### src/rtl/window_scheduler.sv
// window_scheduler
// Valid/ready front end for Image_Buffer. Each accepted pixel becomes a
// one-cycle buffer push. Row/column position is tracked so that only windows
// lying fully inside the frame and on the stride grid are flagged. While a
// flagged window waits for the consumer, the source is stalled so the
// buffer's kernel_out stays frozen.
//
// state    | meaning
// ---------+------------------------------------------------------------
// S_IDLE   | no frame in progress, source held off
// S_PRIME  | filling the first KERNEL_SIZE-1 rows (no window possible yet)
// S_ACTIVE | full windows may be produced, runs to the last pixel
module window_scheduler #(
    parameter int KERNEL_SIZE = 3,
    parameter int DATA_WIDTH  = 16,
    parameter int ROW_SIZE    = 5,
    parameter int COLUMN_SIZE = 5,
    parameter int STRIDE      = 1,
    localparam int OUT_W = (ROW_SIZE - KERNEL_SIZE) / STRIDE + 1,
    localparam int OUT_H = (COLUMN_SIZE - KERNEL_SIZE) / STRIDE + 1,
    localparam int RW    = (OUT_H > 1) ? $clog2(OUT_H) : 1,
    localparam int CW    = (OUT_W > 1) ? $clog2(OUT_W) : 1
) (
    input  logic                  clock,
    input  logic                  sreset_n,
    input  logic                  enable,
    input  logic                  in_valid,
    output logic                  in_ready,
    input  logic [DATA_WIDTH-1:0] in_data,
    output logic                  buf_valid,
    output logic [DATA_WIDTH-1:0] buf_data,
    output logic                  win_valid,
    input  logic                  win_ready,
    output logic [RW-1:0]         win_row,
    output logic [CW-1:0]         win_col,
    output logic                  win_last,
    output logic                  busy
);

    localparam int COLW = (ROW_SIZE > 1) ? $clog2(ROW_SIZE) : 1;
    localparam int ROWW = (COLUMN_SIZE > 1) ? $clog2(COLUMN_SIZE) : 1;
    localparam int PHW  = (STRIDE > 1) ? $clog2(STRIDE) : 1;

    localparam logic [COLW-1:0] COL_LAST  = COLW'(ROW_SIZE - 1);
    localparam logic [COLW-1:0] COL_K1    = COLW'(KERNEL_SIZE - 1);
    localparam logic [ROWW-1:0] ROW_LAST  = ROWW'(COLUMN_SIZE - 1);
    localparam logic [ROWW-1:0] ROW_K1    = ROWW'(KERNEL_SIZE - 1);
    localparam logic [PHW-1:0]  PH_LAST   = PHW'(STRIDE - 1);
    localparam logic [RW-1:0]   OROW_LAST = RW'(OUT_H - 1);
    localparam logic [CW-1:0]   OCOL_LAST = CW'(OUT_W - 1);

    typedef enum logic [1:0] {
        S_IDLE   = 2'd0,
        S_PRIME  = 2'd1,
        S_ACTIVE = 2'd2
    } state_t;

    state_t          r_state;
    logic            r_busy;
    logic [COLW-1:0] r_col;
    logic [ROWW-1:0] r_row;
    logic [PHW-1:0]  r_cph;
    logic [PHW-1:0]  r_rph;
    logic [CW-1:0]   r_ocol;
    logic [RW-1:0]   r_orow;
    logic            r_win_valid;
    logic [RW-1:0]   r_win_row;
    logic [CW-1:0]   r_win_col;
    logic            r_win_last;

    logic w_in_ready;
    logic w_push;
    logic w_col_last;
    logic w_row_last;
    logic w_frame_end;
    logic w_col_q;
    logic w_row_q;
    logic w_qual;

    // A pending window blocks new pushes unless it is consumed this cycle.
    assign w_in_ready  = (r_state != S_IDLE) && (!r_win_valid || win_ready);
    assign w_push      = in_valid && w_in_ready;
    assign w_col_last  = (r_col == COL_LAST);
    assign w_row_last  = (r_row == ROW_LAST);
    assign w_frame_end = w_push && w_col_last && w_row_last;
    assign w_col_q     = (r_col >= COL_K1) && (r_cph == '0);
    assign w_row_q     = (r_row >= ROW_K1) && (r_rph == '0);
    assign w_qual      = w_push && w_col_q && w_row_q;

    assign in_ready  = w_in_ready;
    assign buf_valid = w_push;
    assign buf_data  = in_data;
    assign win_valid = r_win_valid;
    assign win_row   = r_win_row;
    assign win_col   = r_win_col;
    assign win_last  = r_win_last;
    assign busy      = r_busy;

    // Frame sequencing; enable is only looked at in IDLE and at the last pixel.
    always_ff @(posedge clock or negedge sreset_n) begin
        if (!sreset_n) begin
            r_state <= S_IDLE;
            r_busy  <= 1'b0;
        end else begin
            case (r_state)
                S_IDLE: begin
                    if (enable) begin
                        r_state <= S_PRIME;
                        r_busy  <= 1'b1;
                    end
                end
                S_PRIME: begin
                    if (w_push && (r_row == ROW_K1) && (r_col == '0)) begin
                        r_state <= S_ACTIVE;
                    end
                end
                S_ACTIVE: begin
                    if (w_frame_end) begin
                        r_state <= enable ? S_PRIME : S_IDLE;
                        r_busy  <= enable;
                    end
                end
                default: begin
                    r_state <= S_IDLE;
                    r_busy  <= 1'b0;
                end
            endcase
        end
    end

    // Raster position, stride phases and output-map indices, advanced per push.
    // A phase only starts counting once its position has reached KERNEL_SIZE-1.
    always_ff @(posedge clock or negedge sreset_n) begin
        if (!sreset_n) begin
            r_col  <= '0;
            r_row  <= '0;
            r_cph  <= '0;
            r_rph  <= '0;
            r_ocol <= '0;
            r_orow <= '0;
        end else if (w_push) begin
            if (w_col_last) begin
                r_col  <= '0;
                r_cph  <= '0;
                r_ocol <= '0;
                if (w_row_last) begin
                    r_row  <= '0;
                    r_rph  <= '0;
                    r_orow <= '0;
                end else begin
                    r_row <= r_row + ROWW'(1);
                    if (r_row >= ROW_K1) begin
                        r_rph <= (r_rph == PH_LAST) ? '0 : r_rph + PHW'(1);
                    end else begin
                        r_rph <= '0;
                    end
                    if (w_row_q) begin
                        r_orow <= r_orow + RW'(1);
                    end
                end
            end else begin
                r_col <= r_col + COLW'(1);
                if (r_col >= COL_K1) begin
                    r_cph <= (r_cph == PH_LAST) ? '0 : r_cph + PHW'(1);
                end else begin
                    r_cph <= '0;
                end
                if (w_col_q) begin
                    r_ocol <= r_ocol + CW'(1);
                end
            end
        end
    end

    // Window flag: a new qualifying push wins over a consume in the same cycle.
    always_ff @(posedge clock or negedge sreset_n) begin
        if (!sreset_n) begin
            r_win_valid <= 1'b0;
            r_win_row   <= '0;
            r_win_col   <= '0;
            r_win_last  <= 1'b0;
        end else if (w_qual) begin
            r_win_valid <= 1'b1;
            r_win_row   <= r_orow;
            r_win_col   <= r_ocol;
            r_win_last  <= (r_orow == OROW_LAST) && (r_ocol == OCOL_LAST);
        end else if (r_win_valid && win_ready) begin
            r_win_valid <= 1'b0;
        end
    end

endmodule

### config.mk
export PLATFORM = sky130hd
export DESIGN_NAME = window_scheduler
export DESIGN_NICKNAME = d
export VERILOG_FILES = /design/src/rtl/window_scheduler.sv
export SDC_FILE = /design/constraint.sdc
export NUM_CORES = 1
export LEC_CHECK = 0
export ABC_AREA = 1
export BUFFER_PORTS_ARGS = -buffer_cell sky130_fd_sc_hd__buf_2
export CORE_MARGIN = 2
export CORE_UTILIZATION = 51
export CTS_CLUSTER_DIAMETER = 120
export DETAILED_ROUTE_END_ITERATION = 8
export PLACE_DENSITY_LB_ADDON = 0.12
export SLEW_MARGIN = 20
export SYNTH_ARGS = -nofsm -noshare
export SYNTH_HDL_FRONTEND = slang
export SYNTH_SLANG_ARGS = --single-unit
### constraint.sdc
create_clock -name clock -period 2.5 [get_ports clock]
set_clock_uncertainty 0.1 [all_clocks]
set_input_delay 0.5 -clock clock [delete_from_list [all_inputs] [get_ports clock]]
set_output_delay 0.5 -clock clock [all_outputs]
set_load 0.02 [all_outputs]
**Yosys cells after proc, flatten, opt, wreduce, memory -nomap -nowiden**

Cells that the tools add are included.

- Flip-flop bits (word level): 21
- Input bits: 21
- Output and inout bits: 25
- Logic and storage cells: 80

- Add/sub/neg operators: 6
- Magnitude comparators: 2
- Equal/unequal tests: 10
- Muxes and demuxes: 22
- Bitwise gates (word level): 3
- Reductions and logical operators: 25

Operators with widths:

| kind | count |
|---|---|
| 2-bit two-way mux | 7 |
| 1-bit logical AND | 12 |
| 1-bit two-way mux | 11 |
| 3-bit AND reduction | 3 |
| 2-bit nonzero test | 4 |
| 3-bit by 1-bit adder with 3-bit output (second input constant) | 2 |
| 2-bit == test (second input constant) | 3 |
| 3-bit == test (second input constant) | 2 |
| 3-bit by 2-bit greater-or-equal comparator with 1-bit output (second input constant) | 2 |
| 3-bit two-way mux | 2 |
| 2-bit inequality test (second input constant) | 3 |
| 2-bit case mux with 3 select lines | 1 |
| 2-bit by 1-bit adder with 2-bit output (second input constant) | 2 |
| 2-bit AND reduction | 2 |
| 3-bit by 2-bit == test with 1-bit output (second input constant) | 1 |
| 3-bit zero test | 1 |
| 1-bit inverter | 3 |
| 1-bit case mux with 3 select lines | 1 |
| 1-bit adder (second input constant) | 2 |
| 2-bit by 1-bit == test with 1-bit output (second input constant) | 1 |
| 2-bit zero test | 1 |
| 1-bit zero test | 1 |
| 1-bit logical OR | 1 |

**Logic depth before layout (Yosys ltp)**

- Depth in word-level cells: 8
- Mapped depth: 9

**Least setup slack after synthesis**

Ideal clock, no wire load.

- Kind: register to output
- From: reg r_win_valid (netlist: win_valid)
- To: out buf_valid
- Arrival: 1.010 ns
- Data required time: 1.900 ns
- Path slack: 0.890 ns
- Cell stages (with the launch flop): 6
- Path buffers: 0
- Cells stage by stage: dfrtp_1 -> inv_1 -> nor2_1 -> nor2_4 -> nand2_4 -> inv_6

- Cells in the longest elaborated chain, start to end: 4

Ends and longest elaborated chain:

| element | line | text |
|---|---|---|
| start: declaration | 66 | `logic r_win_valid;` |
| start signal: assignment | 178 | `r_win_valid <= 1'b0;` |
| start signal: assignment | 183 | `r_win_valid <= 1'b1;` |
| start signal: assignment | 188 | `r_win_valid <= 1'b0;` |
| 1-bit zero test | 81 | `assign w_in_ready = (r_state != S_IDLE) && (!r_win_valid \|\| win_ready);` |
| 1-bit logical OR | 81 |  |
| 1-bit logical AND | 81 |  |
| named net in_ready | 28 | `output logic in_ready,` |
| 1-bit logical AND | 82 | `assign w_push = in_valid && w_in_ready;` |
| end: declaration | 30 | `output logic buf_valid,` |

The timed path passes the listed nets, and every way through them passes these cells.

**Final worst setup path**

- From: reg r_win_valid (netlist: win_valid)
- To: out buf_valid

- Cells in the longest elaborated chain, start to end: 4

Ends and longest elaborated chain:

| element | line |
|---|---|
| 1-bit zero test | 81 |
| 1-bit logical OR | 81 |
| 1-bit logical AND | 81 |
| 1-bit logical AND | 82 |

No other way between the ends.

==> impl_metrics.tcl <==
set metrics [dict create \
    outcome "complete, no violations" \
    fp.dieArea_um2 2650 \
    final_nets 158 \
    crit_path_max_fanout 8 \
    reg2reg_slack_ns 0.94 \
    cts_buffer_depth 2 \
    reg2reg_from "r_col[1]" \
    power.total_mw 1.39 \
    fillers 226 \
    dr.pass1.iters 4 \
    seq_area_frac_synth_pct 41.4 \
    min_period_over_period_pct 76.1 \
    core_um2 2170 \
    setup_viol 0 \
    clock_latency_ns 0.29 \
    avgViaCountPerCell 4.94 \
    r2r_cells 6 \
    wl_per_cell_um 11.7 \
    grt_pass1_vias 680 \
    tns_ns 0 \
    syn_inst 128 \
    ant_nets 0 \
    fmax_ghz 0.526 \
    maxSlewHeadroom_pct 70.9 \
    grtUsageTotal_pct 15.1 \
    ys_ff_latch 19 \
    drcViolationCount 0 \
    required_ns 1.90 \
    drtIter0Drc 9 \
    crit_arrival_ns 1.30 \
    dp_cells 152 \
    ys_warn_count 0 \
    crit_path_end_kind "primary output" \
    cts_setup_buffers 0 \
    num_antenna_cells 0 \
    hold_buffers 0 \
    rsz0062_at_grt "false" \
    drt_wl_total_um 1820 \
    clock_sinks 19 \
    finalCriticalPeriod_ns 1.90 \
    layoutNonFillerInstCount 156 \
    ir_worst_vdd_v 0.000673 \
    drive_above_1_share_pct 27.3 \
    maxCapViolations 0 \
    synth_fp_nets 157 \
    route.vias.total 771 \
    r2r_end "r_ocol[1]" \
    crit_start "win_valid" \
    critPathKind "reg -> out" \
    p_per_area_nw_per_um2 1210 \
    crit_path_cell_trace "inv_1 > nor2_1 > nor2_4 > nand2_4 > inv_6 > buf_2" \
    drv_slew 0 \
    yosys.cell_types.count 21 \
    grt_max_degree 20 \
    cts_max_level 1 \
    worstSetupEndpoint "buf_valid" \
    place.gp.congestion 0.767 \
    cts_resized 0 \
    start_util_pct 52.9 \
    worstMarginPinSlew_ns 0.436 \
    slowest_stage "dfrtp_1" \
    grt_antenna_before_repair 0 \
    path_clk_slew_ns 0.11 \
    area_delta_synth_final_pct -0.435 \
    critPathMaxStageDelay_ns 0.39 \
    dp_hpwl_um 1380 \
    cts_root_buffer "clkbuf_4" \
    grt_first_pass_wirelength_um 2970 \
    synth.cell_area_um2 1150 \
    p_leak_nw 0.595 \
    critPathLaunchType "flip-flop" \
    die_x_um 51.5 \
    hold_class "in -> async" \
    cts_buffers 3 \
    overflow 0 \
    dieHeight_um 51.5 \
    placement.io_buffers 13 \
    avgSynthCellArea_um2 8.97 \
    io_pins 46 \
    rows 17 \
    fin_util_pct 52.7 \
    hold_viol_final 0 \
    cts_tree "yes" \
]
-- power breakdown --
part	switching [mW]	leakage, nW	internal (mW)
Clock	0.0932	0.0150	0.0621
Combinational	0.445	0.342	0.258
Sequential	0.0915	0.238	0.439
-- worst min-delay path by stage --
stage / end / slack (ns) / cells past startpoint
after detailed placement: busy / 0.36 / 2
after CTS: win_row[1] / 0.04 / 1
final: win_row[1] / 0.03 / 1
after global routing: win_row[1] / 0.05 / 1
after floorplan: busy / 0.10 / 0
after global placement: busy / 0.35 / 2
-- logic make-up after synthesis --
| logic type | Yosys count | synth area share (%) |
|---|---|---|
| AOI/OAI and AO/OA | 17 | 9.59 |
| xor gates and xnor gates | 1 | 0.763 |
| adders and majority gates | 8 | 8.71 |
| buffers and inverters | 34 | 17.4 |
| DFF | 19 | 41.4 |
| and+or+nand+nor | 49 | 22.1 |
-- critical path: cells and delay by family, from the launching register on --
kind | cells | cell delay, ns
and+or+nand+nor | 3 | 0.28
DFF | 1 | 0.39
buffers and inverters | 3 | 0.33
-- layout make-up --
class                   instances  area, um^2  area share, %
multi-input cells              75         473           41.4
well taps                      28        35.0           3.06
repair buffers                 13        65.1           5.69
inverters                      17        68.8           6.02
flip-flops and latches         19         475           41.6
clock buffers                   4        26.3           2.30
-- metrics by stage --
| stage | hold slack, ns | area, um^2 | setup slack, ns |
|---|---|---|---|
| floorplan | 0.104 | 1150 | 0.890 |
| global placement | 0.354 | 1120 | 0.742 |
| detailed placement | 0.359 | 1120 | 0.716 |
| CTS | 0.0401 | 1140 | 0.583 |
| global route | 0.0453 | 1140 | 0.524 |
| finish | 0.0266 | 1140 | 0.597 |
-- state kept, by name, indices dropped and copies added (netlist names) --
signal     flops
win_last       1
r_col          3
r_state        2
busy           1
r_orow         2
win_row        2
win_valid      1
r_ocol         2
r_row          3
win_col        2
-- metal layers --
metal | vias up | share of wire (%) | track usage, %
li1 | 388 | - | -
met3 | 17 | 5.7 | 2.63
met1 | 349 | 45 | 18.9
met4 | 0 | 4.1 | 9.65
met5 | - | 0 | 0
met2 | 17 | 46 | 23.9
-- cells in the mapped netlist --
| library cell | n | area, um^2 |
|---|---|---|
| buf_6 | 1 | 11.3 |
| buf_4 | 16 | 120 |
| nand2_1 | 23 | 86.3 |
| nor2_4 | 2 | 22.5 |
| o31ai_1 | 1 | 7.51 |
| nand4_1 | 2 | 12.5 |
| xnor2_1 | 1 | 8.76 |
| o21ai_1 | 2 | 10.0 |
| nor2_1 | 5 | 18.8 |
| nand2_2 | 5 | 31.3 |
| nand3_1 | 6 | 30.0 |
| ha_1 | 8 | 100 |
| o21ai_0 | 8 | 40.0 |
| nor3_1 | 1 | 5.00 |
| inv_6 | 1 | 8.76 |
| or2_2 | 3 | 18.8 |
| nand3_4 | 1 | 17.5 |
| nand2_4 | 1 | 11.3 |
| dfrtp_1 | 19 | 475 |
| o21ai_2 | 6 | 52.6 |
| inv_1 | 16 | 60.1 |
-- cell usage in the layout, fill, tap and decap left out, drive strengths merged --
cell type	synthesis	layout
buf	17	13
clkbuf	0	4
dfrtp	19	19
ha	8	8
inv	17	17
nand2	29	29
nand3	7	7
nand4	2	2
nor2	7	7
nor3	1	1
o21ai	16	16
o31ai	1	1
or2	3	3
xnor2	1	1
Note: power is estimated with default switching activity, not from simulation.
